## config.mk

```make
export PLATFORM = sky130hd
export DESIGN_NAME = iir_pair_packer
export DESIGN_NICKNAME = d
export VERILOG_FILES = /design/src/rtl/iir_pkg.sv /design/src/rtl/iir_pair_fifo.sv /design/src/rtl/iir_pair_packer.sv
export SDC_FILE = /design/constraint.sdc
export NUM_CORES = 1
export LEC_CHECK = 0
export ABC_CLOCK_PERIOD_IN_PS = 3700
export BUFFER_PORTS_ARGS = -buffer_cell sky130_fd_sc_hd__buf_2
export CORE_ASPECT_RATIO = 0.9
export CORE_UTILIZATION = 35
export DETAILED_ROUTE_END_ITERATION = 16
export MAX_ROUTING_LAYER = met4
export PLACE_DENSITY_LB_ADDON = 0.1
export SKIP_LAST_GASP = 1
export SYNTH_ARGS = -nofsm -noshare
export SYNTH_HDL_FRONTEND = slang
export SYNTH_SLANG_ARGS = --single-unit
```

## constraint.sdc

```tcl
create_clock -name clk -period 3.7 [get_ports clk]
set_clock_uncertainty 0.05 [all_clocks]
set_input_delay 0.37 -clock clk [delete_from_list [all_inputs] [get_ports clk]]
set_output_delay 0.37 -clock clk [all_outputs]
set_load 0.01 [all_outputs]
```

## src/rtl/iir_pkg.sv

```systemverilog
`default_nettype none
// ============================================================================
// Module      : iir_pkg
// Description : Shared types for the two-parallel unfolded IIR datapath:
//               sample width, sample/pair types and the packer phase encoding.
// Revision    : 1.0 - initial release
// ============================================================================
package iir_pkg;

    // Sample width shared by the packer and the filter stage
    localparam int DATA_W = 8;

    typedef logic [DATA_W-1:0] sample_t;

    // One even/odd pair as consumed by the unfolded filter in a single cycle
    typedef struct packed {
        sample_t x2k;
        sample_t x2k1;
    } pair_t;

    // Packer phase: whether an even sample is waiting for its odd partner
    typedef enum logic [0:0] {
        PH_EMPTY = 1'b0,
        PH_HELD  = 1'b1
    } phase_e;

    // Builds a pair with the earlier sample in the even slot
    function automatic pair_t make_pair(input sample_t even_s, input sample_t odd_s);
        pair_t p;
        p.x2k  = even_s;
        p.x2k1 = odd_s;
        return p;
    endfunction

endpackage
`default_nettype wire

```

## src/rtl/iir_pair_fifo.sv

```systemverilog
`default_nettype none
// ============================================================================
// Module      : iir_pair_fifo
// Description : Synchronous first-word-fall-through FIFO of pair_t. The head
//               is a register so it keeps its last value once the FIFO drains
//               and reads 0 after reset or flush.
// Revision    : 1.0 - initial release
// ============================================================================
module iir_pair_fifo
    import iir_pkg::*;
#(
    parameter int DEPTH = 4
) (
    input  logic                     clk,
    input  logic                     rst,
    input  logic                     flush,
    input  logic                     push,
    input  pair_t                    push_data,
    input  logic                     pop,
    output pair_t                    head,
    output logic [$clog2(DEPTH):0]   count,
    output logic                     full,
    output logic                     empty
);

    localparam int AW = $clog2(DEPTH);
    localparam int CW = AW + 1;

    localparam logic [CW-1:0] c_count_full = CW'(DEPTH);
    localparam logic [CW-1:0] c_count_one  = CW'(1);
    localparam logic [AW-1:0] c_ptr_one    = AW'(1);

    pair_t          r_mem [DEPTH];
    logic [AW-1:0]  r_wr_ptr;
    logic [AW-1:0]  r_rd_ptr;
    logic [CW-1:0]  r_count;
    pair_t          r_head;

    logic           w_push;
    logic           w_pop;
    pair_t          w_head_next;

    // Operations are qualified so an illegal push/pop can never corrupt state
    assign full   = (r_count == c_count_full);
    assign empty  = (r_count == '0);
    assign w_push = push & ~full;
    assign w_pop  = pop & ~empty;

    assign head   = r_head;
    assign count  = r_count;

    // Next head: a push into an empty (or emptying) FIFO bypasses the array,
    // a pop with more entries behind it loads the following slot, otherwise hold
    always_comb begin
        w_head_next = r_head;
        if (w_push && ((r_count == '0) || (w_pop && (r_count == c_count_one)))) begin
            w_head_next = push_data;
        end else if (w_pop && (r_count > c_count_one)) begin
            w_head_next = r_mem[r_rd_ptr + c_ptr_one];
        end
    end

    // Storage array; data path needs no reset
    always_ff @(posedge clk) begin
        if (w_push) begin
            r_mem[r_wr_ptr] <= push_data;
        end
    end

    // Pointers, occupancy and head register; flush behaves like reset
    always_ff @(posedge clk) begin
        if (rst || flush) begin
            r_wr_ptr <= '0;
            r_rd_ptr <= '0;
            r_count  <= '0;
            r_head   <= '0;
        end else begin
            if (w_push) begin
                r_wr_ptr <= r_wr_ptr + c_ptr_one;
            end
            if (w_pop) begin
                r_rd_ptr <= r_rd_ptr + c_ptr_one;
            end
            case ({w_push, w_pop})
                2'b10:   r_count <= r_count + c_count_one;
                2'b01:   r_count <= r_count - c_count_one;
                default: r_count <= r_count;
            endcase
            r_head <= w_head_next;
        end
    end

endmodule
`default_nettype wire

```

## src/rtl/iir_pair_packer.sv

```systemverilog
`default_nettype none
// ============================================================================
// Module      : iir_pair_packer
// Description : Groups a serial valid/ready sample stream into even/odd pairs
//               and buffers them in a small FWFT FIFO presented one pair per
//               cycle to the two-parallel IIR filter.
// Revision    : 1.0 - initial release
// ============================================================================
module iir_pair_packer
    import iir_pkg::*;
#(
    parameter int DATA_W = iir_pkg::DATA_W,
    parameter int DEPTH  = 4
) (
    input  logic                     clk,
    input  logic                     rst,
    input  logic [DATA_W-1:0]        s_data,
    input  logic                     s_valid,
    output logic                     s_ready,
    input  logic                     flush,
    output logic [DATA_W-1:0]        x2k,
    output logic [DATA_W-1:0]        x2k1,
    output logic                     p_valid,
    input  logic                     p_ready,
    output logic [$clog2(DEPTH):0]   count,
    output logic                     pending
);

    // The pair type is fixed by the shared package, and pointer wrap relies
    // on a power-of-two depth
    if (DATA_W != iir_pkg::DATA_W) begin : g_width_check
        $error("iir_pair_packer: DATA_W must equal iir_pkg::DATA_W");
    end
    if ((DEPTH < 2) || ((DEPTH & (DEPTH - 1)) != 0)) begin : g_depth_check
        $error("iir_pair_packer: DEPTH must be a power of two >= 2");
    end

    phase_e   r_phase;
    phase_e   w_phase_next;
    sample_t  r_hold;

    logic     w_accept;
    logic     w_capture;
    logic     w_push;
    logic     w_pop;
    logic     w_full;
    logic     w_empty;
    pair_t    w_head;

    // Phase state register
    always_ff @(posedge clk) begin
        if (rst) begin
            r_phase <= PH_EMPTY;
        end else begin
            r_phase <= w_phase_next;
        end
    end

    // Handshake and phase sequencing. A full FIFO only stalls the odd sample;
    // flush keeps s_ready high so the source never sees a stall, and anything
    // offered during flush is dropped.
    always_comb begin
        w_phase_next = r_phase;
        w_capture    = 1'b0;
        w_push       = 1'b0;
        s_ready      = flush | (r_phase == PH_EMPTY) | ~w_full;
        w_accept     = s_valid & s_ready;
        if (flush) begin
            w_phase_next = PH_EMPTY;
        end else if (w_accept) begin
            case (r_phase)
                PH_EMPTY: begin
                    w_capture    = 1'b1;
                    w_phase_next = PH_HELD;
                end
                PH_HELD: begin
                    w_push       = 1'b1;
                    w_phase_next = PH_EMPTY;
                end
                default: w_phase_next = PH_EMPTY;
            endcase
        end
    end

    // Even-sample hold register
    always_ff @(posedge clk) begin
        if (rst) begin
            r_hold <= '0;
        end else if (w_capture) begin
            r_hold <= s_data;
        end
    end

    // Pop on the filter-side handshake; the FIFO discards it under flush
    assign w_pop = p_valid & p_ready;

    iir_pair_fifo #(
        .DEPTH     (DEPTH)
    ) u_fifo (
        .clk       (clk),
        .rst       (rst),
        .flush     (flush),
        .push      (w_push),
        .push_data (make_pair(r_hold, s_data)),
        .pop       (w_pop),
        .head      (w_head),
        .count     (count),
        .full      (w_full),
        .empty     (w_empty)
    );

    assign p_valid = ~w_empty;
    assign x2k     = w_head.x2k;
    assign x2k1    = w_head.x2k1;
    assign pending = (r_phase == PH_HELD);

endmodule
`default_nettype wire

```

# ---- Word level (Yosys, flattened, before mapping)
# Memory sizes are Yosys's and may differ from the RTL's.
# Cells that the tools add are included.
dict set report op_classes {
  n_addsub 4
  n_lt_le_gt_ge 1
  eq_ne 4
  mux 12
  n_bitwise 9
  reduce_logical 9
}
# op count
set op_table {}
lappend op_table {{16-bit 2-to-1 mux} 2}
lappend op_table {{1-bit 2-to-1 mux} 8}
lappend op_table {{3-bit one-hot mux with 2 select lines} 1}
lappend op_table {{2-bit by 1-bit adder with 2-bit output, second input constant} 2}
lappend op_table {{1-bit bitwise AND} 4}
lappend op_table {{2-bit nonzero test} 2}
lappend op_table {{3-bit by 1-bit adder with 3-bit output, second input constant} 1}
lappend op_table {{3-bit by 1-bit equality test with 1-bit output, second input constant} 1}
lappend op_table {{3-bit equality test, second input constant} 1}
lappend op_table {{3-bit by 1-bit greater-than comparator with 1-bit output, second input constant} 1}
lappend op_table {{1-bit logical AND} 3}
lappend op_table {{3-bit logical NOT} 1}
lappend op_table {{1-bit inverter} 3}
lappend op_table {{3-bit by 1-bit subtractor with 3-bit output, second input constant} 1}
lappend op_table {{2-bit by 1-bit equality test with 1-bit output, second input constant} 1}
lappend op_table {{2-bit equality test, second input constant} 1}
lappend op_table {{1-bit logical OR} 2}
lappend op_table {{1-bit OR} 2}
lappend op_table {{1-bit one-hot mux with 2 select lines} 1}
lappend op_table {{2-bit OR reduction} 1}
dict set report word_totals {
  register_bits 32
  ramBits 64
  input_bits 13
  output_inout_bits 22
  elab_cells 47
  n_memories 1
}
# name depth width rd rd_ports_with_merged_regs write_ports line_no
set memory_table {}
lappend memory_table {u_fifo.r_mem 4 16 1 0 1 iir_pair_fifo.sv:33} ;# pair_t r_mem [DEPTH];

# ---- Longest topological paths before layout
# Gate-level depths: netlist (run 1).
dict set report depth {
  word_depth 9
  depth_mapped 8
  ltp_nobuf 8
}

# ---- Modules after synthesis
# A second synthesis (run 1) with hierarchy kept.
dict set report hier_totals {
  cells_unflattened 275
  area_unflattened_um2 4067.7
}
# mod instances cells_each area_each_um2 seq_area_each_um2
set modules_own_cells {}
lappend modules_own_cells {iir_pair_fifo 1 232 3632.2 2382.3}
lappend modules_own_cells {iir_pair_packer 1 43 435.4 180.2}

# ---- Least setup slack after synthesis (run 1)
# No wires, ideal clock.
dict set report synth_timing {
  path_type {register -> register}
  startpoint {register u_fifo.r_count[0], in the netlist u_fifo.count[0]}
  endpoint {register u_fifo.r_count[2], in the netlist u_fifo.count[2]}
  setup_ps 70
  arrival_ps 2013
  required_time_ps 3580
  setup_slack_ps 1567
  path_stages_with_launch 8
  n_path_buf 0
  synth_period_minus_slack_ps 2133
  path_cell_list {dfxtp_1 -> inv_1 -> ha_1 -> a21oi_1 -> inv_1 -> ha_1 -> or3_1 -> a21oi_1}
}
dict set report synth_between {
  elab_chain_cells 9
  word_cells_on_any_way 17
  cone_classes {add/sub (2); eq/ne (3); mux (3); bitwise (7); reduce/logical (2)}
}
# item line_no
set synth_lines {}
lappend synth_lines {{from (decl)} iir_pair_fifo.sv:36} ;# logic [CW-1:0] r_count;
lappend synth_lines {{from (signal assigned)} iir_pair_fifo.sv:85} ;# 2'b10: r_count <= r_count + c_count_one;
lappend synth_lines {{from (signal assigned)} iir_pair_fifo.sv:86} ;# 2'b01: r_count <= r_count - c_count_one;
lappend synth_lines {{from (signal assigned)} iir_pair_fifo.sv:87} ;# default: r_count <= r_count;
lappend synth_lines {{3-bit equality test} iir_pair_fifo.sv:44} ;# assign full = (r_count == c_count_full);
lappend synth_lines {{1-bit inverter} {iir_pair_fifo.sv:46, iir_pair_packer.sv:66}}
lappend synth_lines {{1-bit OR} iir_pair_packer.sv:66} ;# s_ready = flush | (r_phase == PH_EMPTY) | ~w_full;
lappend synth_lines {{1-bit bitwise AND} iir_pair_packer.sv:67} ;# w_accept = s_valid & s_ready;
lappend synth_lines {{1-bit 2-to-1 mux} iir_pair_packer.sv:70} ;# end else if (w_accept) begin
lappend synth_lines {{1-bit 2-to-1 mux} iir_pair_packer.sv:68} ;# if (flush) begin
lappend synth_lines {{1-bit bitwise AND} iir_pair_fifo.sv:46} ;# assign w_push = push & ~full;
lappend synth_lines {{2-bit by 1-bit equality test with 1-bit output or 2-bit equality test (tied branches)} iir_pair_fifo.sv:84} ;# case ({w_push, w_pop})
lappend synth_lines {{3-bit one-hot mux with 2 select lines or 2-bit nonzero test (tied branches)} -}
# Parallel ways exist; a longest one is shown, timed or not.
# A chain may end at the register's enable or synchronous reset.

# ---- Worst setup path in the final report (run 1)
dict set report layout_timing {
  startpoint {register u_fifo.r_count[0], in the netlist u_fifo.count[0]}
  endpoint {memory u_fifo.r_mem[3][14] (netlist bit) (enable)}
}
dict set report layout_between {
  elab_chain_cells 9
}
# item line_no
set layout_lines {}
lappend layout_lines {{3-bit equality test *} iir_pair_fifo.sv:44}
lappend layout_lines {{1-bit inverter *} {iir_pair_fifo.sv:46, iir_pair_packer.sv:66}}
lappend layout_lines {{1-bit OR} iir_pair_packer.sv:66}
lappend layout_lines {{1-bit bitwise AND} iir_pair_packer.sv:67}
lappend layout_lines {{1-bit 2-to-1 mux} iir_pair_packer.sv:70}
lappend layout_lines {{1-bit 2-to-1 mux} iir_pair_packer.sv:68}
lappend layout_lines {{1-bit bitwise AND *} iir_pair_fifo.sv:46}
lappend layout_lines {{1-bit 2-to-1 mux *} iir_pair_fifo.sv:65} ;# if (w_push) begin
lappend layout_lines {{1-bit 2-to-1 mux (not written as such) *} iir_pair_fifo.sv:66} ;# r_mem[r_wr_ptr] <= push_data;
lappend layout_lines {{to (decl)} iir_pair_fifo.sv:33}
# Mark *: on every way between the ends. The rest lies on a longest branch, timed or not.

==> flow_metrics.env, run 1 <==
export IMPL_clock_sinks=96
export IMPL_power_leakage_nw=1.678
export IMPL_chipWidth_um=114.0
export IMPL_maxCapViolations=0
export IMPL_crit_required_ns=3.61
export IMPL_dpl_cell_count=413
export IMPL_grt_first_pass_wirelength_mm=11.52
export IMPL_cp_slowest_stage_delay_ns=0.76
export IMPL_final_cells=429
export IMPL_drt_wirelength_per_cell_um=16.90
export IMPL_syn_avg_cell_area_um2=16.54
export IMPL_finalWirelength_mm=7.251
export IMPL_drc_errors=0
export IMPL_core_mm2=0.01090
export IMPL_power_per_cell_area_mw_per_mm2=474.6
export IMPL_syn_to_final_growth_pct=13.77
export IMPL_die_h_um=102.8
export IMPL_power_switching_w=0.0004412
export IMPL_ys_seq_area_share_pct=64.81
export IMPL_yosysTopAreaCellShare_pct=48.61
export IMPL_yosysTopAreaCell="edfxtp_1"
export IMPL_cp_arrival_ns=2.32
export IMPL_gp_congestion=0.6534
export IMPL_clk_path_buf_depth=2
export IMPL_crit_path_max_fanout=16
export IMPL_hold_worst_slack_ns=0.2102
export IMPL_globalRoute_totalOverflow=0
export IMPL_routed_via_count=1997
export IMPL_end_kind="flop"
export IMPL_drive_gt1_share_pct=31.05
export IMPL_tritoncts="built"
export IMPL_slew_limit_headroom_pct=25.87
export IMPL_via_per_inst=4.655
export IMPL_ys_async_sr_fraction_pct=0
export IMPL_critical_path_class="reg -> reg"
export IMPL_cts_resized=0
export IMPL_synthCells=239
export IMPL_synth_common_cells="edfxtp_1 (64), dfxtp_1 (32), nor2_1 (30)"
export IMPL_syn_cell_area_mm2=0.003954
export IMPL_worst_slew_pin_slew_ns=1.107
export IMPL_antenna_found_initial=0
export IMPL_yosys_warnings=0
export IMPL_cts_made_buffers=9
export IMPL_nNetsFinal=294
export IMPL_peakVddDrop_v=0.0002288
export IMPL_layout_setup_ws_ns=1.287
export IMPL_startpoint_type="flop"
export IMPL_start_util_pct=36.27
export IMPL_grt_max_degree=33
export IMPL_antenna_cells=0
export IMPL_slew_viol_final=0
export IMPL_synth_cell_types=30
export IMPL_cts_root_buf="clkbuf_16"
export IMPL_synthesis_nets=261
export IMPL_clock_latency_ns=0.34
export IMPL_max_freq_mhz=414.5
export IMPL_fp_dieArea_mm2=0.01173
export IMPL_n_fill_cell=1047
export IMPL_fin_crit_ns=2.413
export IMPL_ys_ff_latch=96
export IMPL_synth_edf_count=64
export IMPL_yosysMostFrequentCell="edfxtp_1"
export IMPL_finalPower_w=0.002135
export IMPL_synth_area_leaders="edfxtp_1 (49%), dfxtp_1 (16%), mux4_2 (9.1%)"
export IMPL_seqPwrFrac_pct=54.3
export IMPL_hpwl_mm=4.511
export IMPL_cp_cell_sequence="inv_1, ha_1, a21oi_1, and2_1"
export IMPL_hold_violations=0
export IMPL_drt_first_pass_iters=4
export IMPL_num_rows=36
export IMPL_hold_path_class="in -> reg"
export IMPL_grt_setup_unrepaired="false"
export IMPL_pre_cts_ws_ns=1.217
export IMPL_cts_setup_buffers=0
export IMPL_crit_path_top_delay_cell="and2_1"
export IMPL_grt_usage_pct=14.21
export IMPL_cts_hold_buf=0
export IMPL_h_tree_depth=3
export IMPL_io_pins=35
export IMPL_fin_crit_sh_pct=65.21
export IMPL_p_int_w=0.001694
export IMPL_crit_buf_inv=1
export IMPL_power_share_clock_pct=43.0
export IMPL_synth_ff_type="edfxtp_1"
export IMPL_outcome="finished clean"
export IMPL_cts_clk_slew_worst_paths_ns=0.06
export IMPL_grt_pass1_vias=1945
export IMPL_port_buffers=34
export IMPL_setup_viol=0
export IMPL_finalSetupTns_ns=0
export IMPL_pwr_share_comb_pct=2.7
export IMPL_switching_share_pct=20.67
export IMPL_ant_nets=0
export IMPL_detail_route_iter0_violations=127
export IMPL_critPathTopFamily="simple AND/OR/NAND/NOR gates"
worst reg2reg max path: stages, from the launching register on:
cell and delay [ns]:
dfxtp_1 0.41, inv_1 0.09, ha_1 0.27, a21oi_1 0.46, and2_1 0.76
worst paths after layout:
path	start	end	slack, ns	cells past startpoint
max	u_fifo.count[0]$_SDFFE_PP0P_	u_fifo.r_mem[3][14]$_DFFE_PP_	1.29	4
min	s_valid	pending$_SDFFE_PP0N_	0.21	2
max reg2reg	u_fifo.count[0]$_SDFFE_PP0P_	u_fifo.r_mem[3][14]$_DFFE_PP_	1.29	4
min reg2reg	u_fifo.r_rd_ptr[1]$_SDFFE_PP0P_	u_fifo.r_rd_ptr[1]$_SDFFE_PP0P_	0.46	2
cells in the final DEF, fill, tap and decap left out, types with 2 or more instances in the layout:
master | netlist | layout
mux4_2 | 16 | 16
xnor2_1 | 2 | 2
clkinvlp_4 | 0 | 2
buf_4 | 0 | 2
a21oi_1 | 3 | 3
ha_1 | 9 | 9
edfxtp_1 | 64 | 64
nor2_1 | 30 | 30
xor2_1 | 3 | 3
a211oi_2 | 16 | 16
and2_1 | 5 | 5
mux2i_1 | 26 | 26
dfxtp_1 | 32 | 32
or3_1 | 2 | 2
buf_2 | 6 | 34
inv_1 | 5 | 5
clkbuf_16 | 0 | 9
cells by family after synthesis:
family	after synthesis	share of synthesized area (%)
DFF	96	64.81
AOI/OAI and AO/OA	24	6.519
adders and majority gates	9	2.848
xor gates and xnor gates	5	1.108
buffers and inverters	19	3.829
and+or+nand+nor	44	5.190
muxes	42	15.70
final cells by class:
type                            instances  area [um^2]  share of cell area, %
Clock buffer                            9        225.2                  5.007
Clock inverter                          7        71.32                  1.586
Inverter                                5        18.77                 0.4172
Multi-Input combinational cell        124         1245                  27.68
Sequential cell                        96         2562                  56.97
Tap cell                              152        190.2                  4.228
Timing Repair Buffer                   36        185.2                  4.117
through the flow:
stage          utilization, %  area [um^2]
2_1_floorplan               -         3954
5_1_grt                 41.26         4498
3_5_place_dp            38.54         4202
4_1_cts                 41.26         4498
3_3_place_gp            38.54         4202
6_report                41.26         4498
state kept, by name, indices dropped and copies added (netlist names):
name / count
u_fifo.r_mem: 64
u_fifo.r_wr_ptr: 2
pending: 1
u_fifo.head: 16
u_fifo.r_rd_ptr: 2
r_hold: 8
u_fifo.count: 3
power groups by stage:
stage / Combinational [W] / Sequential [W] / Clock [W]
global placement: 0.0000585 / 0.00118 / 0
detailed placement: 0.0000591 / 0.00118 / 0
CTS: 0.0000593 / 0.00116 / 0.000946
finish: 0.0000574 / 0.00116 / 0.000918
floorplan: 0.0000342 / 0.00118 / 0
global route: 0.0000647 / 0.00116 / 0.000987
routing by layer:
layer	vias to the layer above	wire length, um	global-route usage [%]
li1	968	-	-
met2	43	3162	20.28
met1	976	3701	19.49
met3	10	306	3.939
met4	0	80	4.795
met5	-	0	-
Power figures use the tool's default switching activity.
==> run 2: changes to the inputs <==
--- a/config.mk
+++ b/config.mk
@@ -5,7 +5,8 @@
 export SDC_FILE = /design/constraint.sdc
 export NUM_CORES = 1
 export LEC_CHECK = 0
-export ABC_CLOCK_PERIOD_IN_PS = 3700
+export ABC_AREA = 1
+export ABC_CLOCK_PERIOD_IN_PS = 2200
 export BUFFER_PORTS_ARGS = -buffer_cell sky130_fd_sc_hd__buf_2
 export CORE_ASPECT_RATIO = 0.9
 export CORE_UTILIZATION = 35
==> constraint.sdc (replaced) <==
create_clock -name clk -period 2.2 [get_ports clk]
set_clock_uncertainty 0.05 [all_clocks]
set_input_delay 0.22 -clock clk [delete_from_list [all_inputs] [get_ports clk]]
set_output_delay 0.22 -clock clk [all_outputs]
set_load 0.01 [all_outputs]
==> run 2 against run 1 <==
  * Total power up 81%
  * Sequential power rose by 69%
  * Via count up 41%
  * Sequential share of layout area fell by 4.1 points
  * Critical endpoint is now u_fifo.count[2]$_SDFFE_PP0P_
  * Utilization rose by 1.1 points
  * Highest routed layer unchanged
==> flow_metrics.env, run 2 <==
export IMPL_p_int_w=0.003123
export IMPL_power_switching_w=0.0007458
export IMPL_synth_area_leaders="edfxtp_1 (47%), dfxtp_1 (16%), nand2_1 (9.2%)"
export IMPL_worst_slew_pin_slew_ns=0.6359
export IMPL_timing_rr_start="u_fifo.count[1]$_SDFFE_PP0P_"
export IMPL_h_tree_depth=3
export IMPL_crit_end="u_fifo.count[2]$_SDFFE_PP0P_"
export IMPL_cp_depth=11
export IMPL_nNetsFinal=482
export IMPL_end_kind="flop"
export IMPL_drt_wirelength_per_cell_um=15.70
export IMPL_cts_made_buffers=9
export IMPL_cp_slowest_stage_delay_ns=0.34
export IMPL_dr_wl_met3_um=388
export IMPL_die_h_um=105.0
export IMPL_pre_cts_ws_ns=0.2147
export IMPL_fin_crit_ns=1.927
export IMPL_routed_via_count=2819
export IMPL_clock_sinks=96
export IMPL_maxCapViolations=0
export IMPL_largest_reg_flops=64
export IMPL_grt_max_degree=23
export IMPL_crit_buf_inv=2
export IMPL_yosysTopAreaCellShare_pct=46.62
export IMPL_drive_gt1_share_pct=18.92
export IMPL_topRoutingLayerUsed="met4"
export IMPL_hold_path_class="in -> reg"
export IMPL_ys_async_sr_fraction_pct=0
export IMPL_synth_cell_types=24
export IMPL_port_buffers=34
export IMPL_yosysMostFrequentCell="nand2_1"
export IMPL_multi_input_area_mm2=0.001284
export IMPL_clock_latency_ns=0.34
export IMPL_timing_rr_end="u_fifo.count[2]$_SDFFE_PP0P_"
export IMPL_tritoncts="built"
export IMPL_yosys_warnings=0
export IMPL_r2r_slack_ns=0.27
export IMPL_power_leakage_nw=2.049
export IMPL_core_mm2=0.01143
export IMPL_slew_limit_headroom_pct=57.49
export IMPL_ant_nets=0
export IMPL_top_register="u_fifo.r_mem"
export IMPL_grt_first_pass_wirelength_mm=15.17
export IMPL_grt_usage_pct=17.72
export IMPL_peakVddDrop_v=0.0004138
export IMPL_slew_viol_final=0
export IMPL_synth_ff_type="edfxtp_1"
export IMPL_synth_common_cells="nand2_1 (101), edfxtp_1 (64), nand3_1 (56)"
export IMPL_crit_required_ns=2.37
export IMPL_cts_hold_buf=0
export IMPL_grt_pass1_vias=2810
export IMPL_cp_cell_sequence="inv_1, ha_2, nand2_1, nand2_1, nor2_2, inv_2, ha_1, nor2_1, o21ai_0, o21ai_0, a21oi_1"
export IMPL_n_fill_cell=1153
export IMPL_final_common_cell="nand2_1"
export IMPL_ys_seq_area_share_pct=62.15
export IMPL_synthCells=416
export IMPL_cp_arrival_ns=2.10
export IMPL_start_util_pct=36.05
export IMPL_chipWidth_um=116.4
export IMPL_antenna_cells=0
export IMPL_mostFrequentLayoutCells="nand2_1 (101), edfxtp_1 (64), nand3_1 (56)"
export IMPL_num_rows=37
export IMPL_drc_errors=0
export IMPL_antenna_found_initial=0
export IMPL_switching_share_pct=19.28
export IMPL_regArea_mm2=0.002562
export IMPL_crit_path_max_fanout=7
export IMPL_power_per_cell_area_mw_per_mm2=798.1
export IMPL_met2_length_mm=4.604
export IMPL_outcome="finished clean"
export IMPL_critPathTopFamily="adder cells"
export IMPL_synthesis_nets=438
export IMPL_startpoint_type="flop"
export IMPL_grt_setup_unrepaired="false"
export IMPL_layout_setup_ws_ns=0.2727
export IMPL_critical_path_class="reg -> reg"
export IMPL_syn_to_final_growth_pct=17.57
export IMPL_finalWirelength_mm=9.752
export IMPL_pwr_share_comb_pct=3.1
export IMPL_power_share_clock_pct=46.3
export IMPL_cts_clk_slew_worst_paths_ns=0.06
export IMPL_yosysTopAreaCell="edfxtp_1"
export IMPL_cts_root_buf="clkbuf_16"
export IMPL_detail_route_iter0_violations=156
export IMPL_fin_crit_sh_pct=87.61
export IMPL_seqPwrFrac_pct=50.6
export IMPL_clk_path_buf_depth=2
export IMPL_finalPower_w=0.003869
export IMPL_ys_ff_latch=96
export IMPL_wl_met1_mm=4.674
export IMPL_hpwl_mm=5.874
export IMPL_drt_first_pass_iters=4
export IMPL_max_freq_mhz=518.9
export IMPL_crit_path_start="u_fifo.count[1]$_SDFFE_PP0P_"
export IMPL_globalRoute_totalOverflow=0
export IMPL_fp_dieArea_mm2=0.01222
export IMPL_setup_viol=0
export IMPL_syn_cell_area_mm2=0.004123
export IMPL_r2r_cells=11
export IMPL_syn_avg_cell_area_um2=9.910
export IMPL_io_pins=35
export IMPL_hold_violations=0
export IMPL_via_per_inst=4.539
export IMPL_gp_congestion=0.7485
export IMPL_crit_path_top_delay_cell="dfxtp_1"
export IMPL_synth_edf_count=64
## run 2: cell count changes after synthesis, sizes merged, moves of 2 or more
cell    before  now
nand2        0  106
a21oi        3   16
mux2i       26    0
xnor2        2    0
nand3b       1    8
nand3        1   56
and2         5    0
mux4        16    0
a22oi        0    3
or3          2    0
inv          5   47
nor2        30   43
a211oi      17    0
o21ai        2   15
## run 2: worst min-delay path by stage
| stage | startpoint | end | slack [ns] | cells after the start |
|---|---|---|---|---|
| after detailed placement | s_data[0] | u_fifo.r_mem[2][0]$_DFFE_PP_ | 0.42 | 1 |
| after CTS | s_data[0] | u_fifo.r_mem[2][0]$_DFFE_PP_ | 0.07 | 1 |
| after global routing | s_data[0] | u_fifo.r_mem[3][0]$_DFFE_PP_ | 0.07 | 1 |
| final | s_data[0] | u_fifo.r_mem[2][0]$_DFFE_PP_ | 0.08 | 1 |
| after floorplan | s_data[0] | u_fifo.r_mem[0][0]$_DFFE_PP_ | 0.27 | 0 |
| after global placement | s_data[0] | u_fifo.r_mem[2][0]$_DFFE_PP_ | 0.42 | 1 |
## run 2: power by group through the flow
stage | clock [W] | combinational (W) | sequential (W)
6_report | 0.00179 | 0.000118 | 0.00196
5_1_grt | 0.00189 | 0.000135 | 0.00196
4_1_cts | 0.00184 | 0.000120 | 0.00196
3_5_place_dp | 0 | 0.000119 | 0.00200
3_3_place_gp | 0 | 0.000118 | 0.00200
2_1_floorplan | 0 | 0.0000665 | 0.00200
## run 2: timing repair
action | CTS | global route
setup endpoints to repair | 0 | 1
gates resized for setup | 0 | 1
buffers inserted | 0 | 0
## run 2: layout make-up
| type | count | share of cell area (%) |
|---|---|---|
| Sequential cell | 96 | 52.87 |
| Multi-Input combinational cell | 258 | 26.48 |
| Timing Repair Buffer | 47 | 5.782 |
| Clock buffer | 11 | 5.008 |
| Tap cell | 156 | 4.027 |
| Inverter | 48 | 3.717 |
| Clock inverter | 5 | 2.117 |
## run 2: logic make-up (layout without fill, tap and decap cells)
| kind of cell | Yosys count | in the layout | synth area share (%) |
|---|---|---|---|
| DFF | 96 | 96 | 62.15 |
| and+or+nand+nor | 213 | 213 | 23.34 |
| adders and majority gates | 9 | 9 | 2.731 |
| buffers and inverters | 62 | 111 | 6.768 |
| AOI/OAI and AO/OA | 34 | 34 | 4.583 |
| xor gates and xnor gates | 2 | 2 | 0.4250 |
## run 2: stage by stage
| stage | hold WS [ns] | util [%] | std cells | cell area, um^2 | TNS, ns |
|---|---|---|---|---|---|
| floorplan | 0.2689 | - | 416 | 4123 | -14.41 |
| global placement | 0.4207 | 39.35 | 605 | 4499 | 0 |
| detailed placement | 0.4208 | 39.35 | 605 | 4499 | 0 |
| CTS | 0.06738 | 42.37 | 621 | 4845 | 0 |
| global route | 0.07474 | 42.39 | 621 | 4847 | 0 |
| finish | 0.07967 | 42.39 | 621 | 4847 | 0 |
## run 2: layer usage
metal,global-route usage [%],vias to the layer above
li1,-,1454
met1,22.64,1300
met2,28.11,57
met3,3.538,8
met4,5.495,0
met5,-,-
